$ cat src/rtl/cpu_mem_pkg.sv
// cpu_mem_pkg: shared bus widths and grant encoding for the memory arbiter.
package cpu_mem_pkg;
  localparam int MEM_ADDR_W    = 19;
  localparam int MEM_DATA_W    = 16;
  localparam int MEM_BYTESEL_W = 2;
  typedef enum logic [1:0] {IDLE, SERVE_A, SERVE_B} mem_grant_t;
endpackage

$ cat src/rtl/mem_bus_mux.sv
// mem_bus_mux: steers the granted master's request onto the bus, zeros when idle.
module mem_bus_mux
  import cpu_mem_pkg::*;
(
  input  mem_grant_t               grant_i,
  input  logic [MEM_ADDR_W-1:0]    a_addr_i,
  input  logic [MEM_DATA_W-1:0]    a_data_i,
  input  logic                     a_access_i,
  input  logic                     a_wr_en_i,
  input  logic [MEM_BYTESEL_W-1:0] a_bytesel_i,
  input  logic [MEM_ADDR_W-1:0]    b_addr_i,
  input  logic [MEM_DATA_W-1:0]    b_data_i,
  input  logic                     b_access_i,
  input  logic                     b_wr_en_i,
  input  logic [MEM_BYTESEL_W-1:0] b_bytesel_i,
  output logic [MEM_ADDR_W-1:0]    q_addr_o,
  output logic [MEM_DATA_W-1:0]    q_data_o,
  output logic                     q_access_o,
  output logic                     q_wr_en_o,
  output logic [MEM_BYTESEL_W-1:0] q_bytesel_o
);
  logic sel_a, sel_b;
  always_comb begin
    sel_a       = grant_i == SERVE_A;
    sel_b       = grant_i == SERVE_B;
    q_addr_o    = sel_a ? a_addr_i    : sel_b ? b_addr_i    : '0;
    q_data_o    = sel_a ? a_data_i    : sel_b ? b_data_i    : '0;
    q_access_o  = sel_a ? a_access_i  : sel_b ? b_access_i  : 1'b0;
    q_wr_en_o   = sel_a ? a_wr_en_i   : sel_b ? b_wr_en_i   : 1'b0;
    q_bytesel_o = sel_a ? a_bytesel_i : sel_b ? b_bytesel_i : '0;
  end
endmodule

$ cat src/rtl/mem_arbiter.sv
// mem_arbiter: fixed-priority (A over B) two-master arbiter onto the 16-bit memory bus.
module mem_arbiter
  import cpu_mem_pkg::*;
(
  input  logic                     clk,
  input  logic                     reset,
  input  logic [MEM_ADDR_W-1:0]    a_m_addr,
  input  logic [MEM_DATA_W-1:0]    a_m_data_out,
  output logic [MEM_DATA_W-1:0]    a_m_data_in,
  input  logic                     a_m_access,
  output logic                     a_m_ack,
  input  logic                     a_m_wr_en,
  input  logic [MEM_BYTESEL_W-1:0] a_m_bytesel,
  input  logic [MEM_ADDR_W-1:0]    b_m_addr,
  input  logic [MEM_DATA_W-1:0]    b_m_data_out,
  output logic [MEM_DATA_W-1:0]    b_m_data_in,
  input  logic                     b_m_access,
  output logic                     b_m_ack,
  input  logic                     b_m_wr_en,
  input  logic [MEM_BYTESEL_W-1:0] b_m_bytesel,
  output logic [MEM_ADDR_W-1:0]    q_m_addr,
  output logic [MEM_DATA_W-1:0]    q_m_data_out,
  input  logic [MEM_DATA_W-1:0]    q_m_data_in,
  output logic                     q_m_access,
  input  logic                     q_m_ack,
  output logic                     q_m_wr_en,
  output logic [MEM_BYTESEL_W-1:0] q_m_bytesel
);
  mem_grant_t grant_q, grant_d;
  logic cur_access;
  always_ff @(posedge clk)
    grant_q <= reset ? IDLE : grant_d;
  // an ack coinciding with reset is swallowed so the abandoned master never sees it
  always_comb begin
    cur_access = (grant_q == SERVE_A) ? a_m_access : b_m_access;
    grant_d    = (grant_q == IDLE) ? (a_m_access ? SERVE_A : b_m_access ? SERVE_B : IDLE)
               : (q_m_ack || !cur_access) ? IDLE : grant_q;
    a_m_ack    = (grant_q == SERVE_A) && q_m_ack && !reset;
    b_m_ack    = (grant_q == SERVE_B) && q_m_ack && !reset;
  end
  assign a_m_data_in = q_m_data_in;
  assign b_m_data_in = q_m_data_in;
  mem_bus_mux u_mux (
    .grant_i    (grant_q),
    .a_addr_i   (a_m_addr),
    .a_data_i   (a_m_data_out),
    .a_access_i (a_m_access),
    .a_wr_en_i  (a_m_wr_en),
    .a_bytesel_i(a_m_bytesel),
    .b_addr_i   (b_m_addr),
    .b_data_i   (b_m_data_out),
    .b_access_i (b_m_access),
    .b_wr_en_i  (b_m_wr_en),
    .b_bytesel_i(b_m_bytesel),
    .q_addr_o   (q_m_addr),
    .q_data_o   (q_m_data_out),
    .q_access_o (q_m_access),
    .q_wr_en_o  (q_m_wr_en),
    .q_bytesel_o(q_m_bytesel)
  );
endmodule

$ cat config.mk
export PLATFORM = sky130hd
export DESIGN_NAME = mem_arbiter
export DESIGN_NICKNAME = d
export VERILOG_FILES = /design/src/rtl/cpu_mem_pkg.sv /design/src/rtl/mem_bus_mux.sv /design/src/rtl/mem_arbiter.sv
export SDC_FILE = /design/constraint.sdc
export NUM_CORES = 1
export LEC_CHECK = 0
export BUFFER_PORTS_ARGS = -buffer_cell sky130_fd_sc_hd__buf_2
export CAP_MARGIN = 15
export CORE_AREA = 2 2 66 68
export DETAILED_ROUTE_END_ITERATION = 7
export DIE_AREA = 0 0 68 70
export GPL_ROUTABILITY_DRIVEN = 1
export HOLD_SLACK_MARGIN = 0.08
export PLACE_DENSITY = 0.68
export SETUP_SLACK_MARGIN = 0.5
export SYNTH_ARGS = -nofsm -noshare
export SYNTH_HDL_FRONTEND = slang
export SYNTH_HIERARCHICAL = 1
export SYNTH_SLANG_ARGS = --single-unit
export TNS_END_PERCENT = 5
$ cat constraint.sdc
create_clock -name clk -period 1.6 [get_ports clk]
set_input_delay 0.24 -clock clk [delete_from_list [all_inputs] [get_ports clk]]
set_output_delay 0.24 -clock clk [all_outputs]
set_load 0.05 [all_outputs]
==> impl_results.md, run 1 <==
- Die H: 70 um
- VDD IR max: around 0.00020 V
- Post-synth top area cell: a22o_1
- Reg with most FFs: grant_q
- Grt ovf: 0
- Cts bufs inserted: 3
- Clk root buf: clkbuf_8
- Placer Congestion: 0.792
- Seq/Total Area, Yosys: 5.18%
- Clk pwr share: approximately 22%
- CTS tree: built
- CTS H-tree lvls: 1
- Clk slew on worst S/H paths: 30 ps
- Post-route ant nets: 0
- Cts hold-fix bufs: 0
- Regs by FF count: grant_q: 2 flops
- Final Hold Fails: 0
- Highest net fanout along the worst path: 10
- Row count: 24
- DRT iter0 DRCs: 20
- DRC: 0
- Outcome: complete, no violations
- Longest Clk Path Bufs: 2
- Mapped cell area: 773 um2
- Sequential share of power: 5.8%
- Non-Filler Instances: ~240
- CP Launch Type: flop
- Area growth from synthesis to layout: 121%
- Via density: about 4.7
- Minimum clock period: about 1600 ps
- Sink Count: 2
- Synthesized netlist cell count: 93
- Max reg flops: 2
- Psw: 0.424 mW
- Synth top area share: 44.2%
- Hold depth: 2
- DP Cell Count: 230
- Switching share of power: 45.0%
- Diode count: 0
- Syn_nets: 190
- Port bufs: 121
- Core area: 4140 um2
- I/O pin count: 170
- Max Clk Rate: 0.642 GHz
- Final nets: 283
- Largest net degree at the start of global routing: 30
- Pre-antenna DRT Iters: 4
- Seq. cell area: 47.5 um2
- Worst endpoint required time: ~1400 ps
- Hold/Removal Path Class: input port to flop
- Vias: 1,121
- P_int: around 0.52 mW
- Multi-input logic area: 589 um2
- Slew Viols, Final: 0
- Layout cells sized above 1: 95.7%
- Crit path capture type: output port
- DIE WIDTH: 68 um
- CP arrival: 1320 ps
- Synth top area cells: a22o_1 (44%), buf_4 (32%), dfxtp_1 (5.2%)
- Slew headroom: 83.5%
- Routed WL: ~3700 um
- R2r worst-path depth: 4
- Synth cell types: 15
- Die ar.: roughly 4800 um2
- Max Cap Viol: 0
- Syn Area/Cell: 8.31 um2
- YS warnings: 6
- Synthesized flop and latch total: 2
- Initial antenna violation count: 0
- Lkg Pwr: between 0.9 and 1 nW
- FILL cells: 394
- Post-Route Skew: 0.453 ps
- DR WL/cell: 15.5 um
- Pwr dens: 553 nW/um2
- Comb power frac: approximately 72%
- Vias in the first global route: 1,093
- Final setup vio count: 0
- GRT Total Usage: between 10% and 20%
- First-pass GRT wire length: between 4000 and 5000 um
- Initial Util: 18.7%
- RSZ-0062 raised after global routing: yes
- Crit Path Class: flop to output port
- Worst slew pin tran: around 250 ps
- Post-layout power: 0.943 mW
- Clk_lat worst skew: 210 ps
- Crit share post-route: between 90% and 100%
-- repair_timing --
item	CTS	global route
setup buffers	2	0
pin swaps	0	0
cloned	1	0
resized for setup	65	18
endpoints found under the setup margin	41	41
-- per-stage QoR --
step / util (%) / worst slack [ps] / hold slack, ps / cell area [um2] / TNS [ps]
final: 41.2 / 43.3 / 304 / 1710 / 0
after global routing: 41.2 / -1.37 / 308 / 1710 / -1.37
after CTS: 39.4 / 17.8 / 295 / 1630 / 0
after detailed placement: 32.7 / 117 / 480 / 1360 / 0
after global placement: 32.7 / 126 / 480 / 1360 / 0
after floorplan: - / 255 / 300 / 936 / 0
-- cell usage after synthesis --
cell and number:
inv_1 1, nor2b_4 1, nor4b_1 2, nand2_1 1, buf_2 4, a21oi_1 2
and2b_4 1, nand3b_1 1, nor3_1 1, nor3b_2 1, buf_6 3, buf_4 33
a22o_1 39, dfxtp_1 2, nand4_1 1
-- kinds of logic (layout without fill, tap and decap cells) --
family	count (synthesis)	in the layout	share of synthesized area, %
flip-flops	2	2	5.18
buffers and inverters	41	133	39.5
AND/OR/NAND/NOR	9	9	9.87
AO/OA/AOI/OAI	41	41	45.5
-- layout make-up --
type / count / area share (%)
inverter: 1 / 0.220
multi-input combinational: 50 / 34.6
tap: 52 / 3.82
timing repair buffer: 128 / 56.0
clock buffer: 4 / 2.64
sequential: 2 / 2.79
-- final timing paths --
path	from	slack [ps]	to
setup reg to reg	grant_q[0]$_SDFFE_PP0P_	630	grant_q[1]$_SDFFE_PP0P_
hold reg to reg	grant_q[1]$_SDFFE_PP0P_	670	grant_q[0]$_SDFFE_PP0P_
setup / recovery	grant_q[1]$_SDFFE_PP0P_	40	q_m_addr[14]
hold / removal	reset	300	grant_q[1]$_SDFFE_PP0P_
-- layout by cell type, fill, tap and decap left out, drive strengths merged --
cell type	netlist	final
a22o	39	39
clkbuf	0	4
a21oi	2	2
nand3b	1	1
and2b	1	1
buf	40	128
nor3	1	1
nor3b	1	1
inv	1	1
nor2b	1	1
nand4	1	1
nor4b	2	2
dfxtp	2	2
nand2	1	1
-- per-layer routing --
layer | vias to the layer above | GRT usage (%) | share of wire [%]
met2 | 97 | 25.6 | 51
li1 | 515 | - | -
met4 | 0 | 4.00 | 0.57
met3 | 8 | 3.38 | 15
met5 | - | 0 | 0
met1 | 501 | 13.3 | 33
-- power groups by stage --
stage / logic [mW] / registers (mW) / clock network (mW)
floorplan: 0.596 / 0.0591 / 0
global placement: 0.556 / 0.0601 / 0
detailed placement: 0.557 / 0.0606 / 0
CTS: 0.652 / 0.0544 / 0.217
global route: 0.705 / 0.0549 / 0.231
finish: 0.677 / 0.0545 / 0.212
-- critical path, cell delays in order, from the launching register on --
cell     delay (ps)
dfxtp_4         330
and2b_4         300
buf_6           150
a22o_2          160
buf_6           160
(Power assumes the default switching activity.)
==> run 2: changes to the inputs <==
- ABC_AREA: not set -> 1
- CORE_AREA: 2 2 66 68 -> 2 2 65 67
- DIE_AREA: 0 0 68 70 -> 0 0 67 69
- PLACE_DENSITY: 0.68 -> 0.76
==> impl_results.md, run 2 <==
- Synthesized flop and latch total: 2
- Minimum clock period: 1430 ps
- Synth top area cells: nand3_1 (40%), buf_4 (29%), nand2_1 (16%)
- Most frequent cells in the layout: buf_2 (80), nand3_1 (64), buf_6 (38)
- Cts hold-fix bufs: 0
- Most common library cells after synthesis: nand3_1 (80), nand2_1 (42), buf_4 (38)
- Seq/Total Area, Yosys: 4.01%
- DIE WIDTH: 67 um
- Reg2Reg Capture Point: grant_q[0]$_SDFFE_PP0P_
- Post-Route Skew: ~4.2 ps
- Design Area, Final: between 2000 and 2500 um2
- DRT iter0 DRCs: 52
- Pre-antenna DRT Iters: 5
- Comb power frac: 74.6%
- DR WL/cell: 13.9 um
- Post-DP HPWL: 3000 um
- Synth cell types: 10
- Area growth from synthesis to layout: 112%
- Largest net degree at the start of global routing: 30
- Outcome: complete, no violations
- Worst slew pin tran: 155 ps
- Worst slack, placed: 188 ps
- Slew headroom: 89.7%
- Grt met1 use: about 17%
- Layout cells sized above 1: roughly 69%
- Met2 Track Usage GR: 34.4%
- Clk pwr share: 19.7%
- FILL cells: between 300 and 400
- Crit path buffers/inverters: 3
- Longest Clk Path Bufs: 2
- Synth top area share: around two fifths
- Diode count: 0
- Sequential share of power: under 10%
- Crit Path Class: flop to output port
- Top_reg_cell synth: dfxtp_1
- Syn Area/Cell: 5.31 um2
- Max reg flops: 2
- VDD IR max: 0.000370 V
- Reg-to-Reg Start: grant_q[1]$_SDFFE_PP0P_
- Final Hold Fails: 0
- Setup WS post-layout: 169 ps
- RSZ-0062 raised after global routing: yes
- Syn_nets: 285
- Hold depth: 3
- Crit path capture type: output port
- Layout Utilization: 54.0%
- Most common library cell in the layout ignoring fill and taps: buf_2
- Regs by FF count: grant_q: 2 flops
- Switching share of power: 49.5%
- Worst endpoint required time: 1360 ps
- GR Layer Usage met3: 3.10%
- Lkg Pwr: 1.10 nW
- Die H: 69 um
- CTS H-tree lvls: 1
- I/O pin count: 170
- Post-layout power: 1.09 mW
- Pwr dens: 515 nW/um2
- R2r worst-path depth: 5
- CTS tree: built
- EDFF count, synth: 0
- First-pass GRT wire length: about 6400 um
- Initial antenna violation count: 0
- DRC: 0
- Hold path endpoint: grant_q[1]$_SDFFE_PP0P_
- Row count: 23
- Delay-heaviest family, CP: flip-flops
- Vias: 1,572
- Sink Count: 2
- Grt ovf: 0
- GRT Total Usage: 17.1%
- Synthesized netlist cell count: 188
- Clk slew on worst S/H paths: ~30 ps
- Worst path max stage delay: 420 ps
- Slew Viols, Final: 0
- Routed WL: 4550 um
- Reg with most FFs: grant_q
- Max Cap Viol: 0
- Max Clk Rate: 0.699 GHz
- Fraction of registers with async set/reset: 0%
- Slowest CP cell: dfxtp_4
- Final setup vio count: 0
- CP Launch Type: flop
- YS warnings: 6
- Clk root buf: clkbuf_8
- Post-route ant nets: 0
- Post-synth top area cell: nand3_1
- Reg2Reg Setup Slack: between 500 and 600 ps
- P_int: 0.550 mW
- Hold/Removal Path Class: input port to flop
- Die ar.: 4620 um2
- Initial Util: 25.5%
- Count leader, synth: nand3_1
- Highest net fanout along the worst path: 15
- Clk_lat worst skew: 220 ps
- Vias in the first global route: 1,510
- Min-delay src: b_m_access
- Critical-path cell list: clkinv_8, buf_12, nand3_1, nand2_4, buf_8
- Port bufs: 121
- Crit share post-route: 89.4%
- Via density: 4.79
- Most used routing layer: met2
- Placer Congestion: 0.683
- Psw: 0.539 mW
- Cts bufs inserted: 3
- Core area: roughly 4000 um2
- Setup TNS Final: 0 ps
- Dpl cell area: 1600 um2
- Final nets: 376
- CP arrival: 1190 ps
- Mapped cell area: 998 um2
## run 2: what timing repair did
item | 4_1_cts | 5_1_grt
setup endpoints to repair | 41 | 41
gates cloned | 1 | 1
pin swaps | 0 | 1
setup buffers | 1 | 1
resized for setup | 92 | 27
## run 2: power groups by stage
| stage | logic, mW | clock network (mW) | registers, mW |
|---|---|---|---|
| final | 0.813 | 0.215 | 0.0614 |
| after detailed placement | 0.640 | 0 | 0.0612 |
| after global placement | 0.636 | 0 | 0.0603 |
| after CTS | 0.770 | 0.222 | 0.0604 |
| after floorplan | 0.666 | 0 | 0.0589 |
| after global routing | 0.854 | 0.225 | 0.0626 |
## run 2: worst max path at each step
stage | from | endpoint | depth (start not counted)
2_1_floorplan | grant_q[1]$_SDFFE_PP0P_ | q_m_access | 4
3_3_place_gp | grant_q[0]$_SDFFE_PP0P_ | q_m_data_out[12] | 4
3_5_place_dp | grant_q[0]$_SDFFE_PP0P_ | q_m_data_out[12] | 4
4_1_cts | grant_q[0]$_SDFFE_PP0P_ | b_m_ack | 5
5_1_grt | grant_q[0]$_SDFFE_PP0P_ | q_m_addr[11] | 5
6_report | grant_q[1]$_SDFFE_PP0P_ | q_m_data_out[13] | 5
## run 2: cell families (layout without fill, tap and decap cells)
family / count (synthesis) / count (layout) / synth area share [%]
AO/OA/AOI/OAI: 2 / 2 / 1.00
buffers and inverters: 56 / 146 / 36.6
flip-flops: 2 / 2 / 4.01
AND/OR/NAND/NOR: 128 / 128 / 58.4
## run 2: per-stage QoR
stage               hold WS (ps)  std cells
global route                 319        328
floorplan                    375        188
finish                       295        328
detailed placement           480        320
CTS                          291        326
global placement             480        320
## run 2: tightest hold or removal path: cells and delay by family
family | cells | cell delay, ps
buffers and inverters | 1 | 120
AND/OR/NAND/NOR | 2 | 110
## run 2: routing by layer
metal	wire (um)	share of wire (%)
met5	0	0
met3	466	10
met4	41	0.90
met1	1590	35
met2	2440	54
## run 2: final cells by class
type	instances	area, um2	share of cell area, %
Multi-Input combinational cell	130	821	38.8
Sequential cell	2	47.5	2.25
Clock buffer	4	45.0	2.13
Tap cell	50	62.6	2.96
Inverter	8	45.0	2.13
Timing Repair Buffer	134	1090	51.7
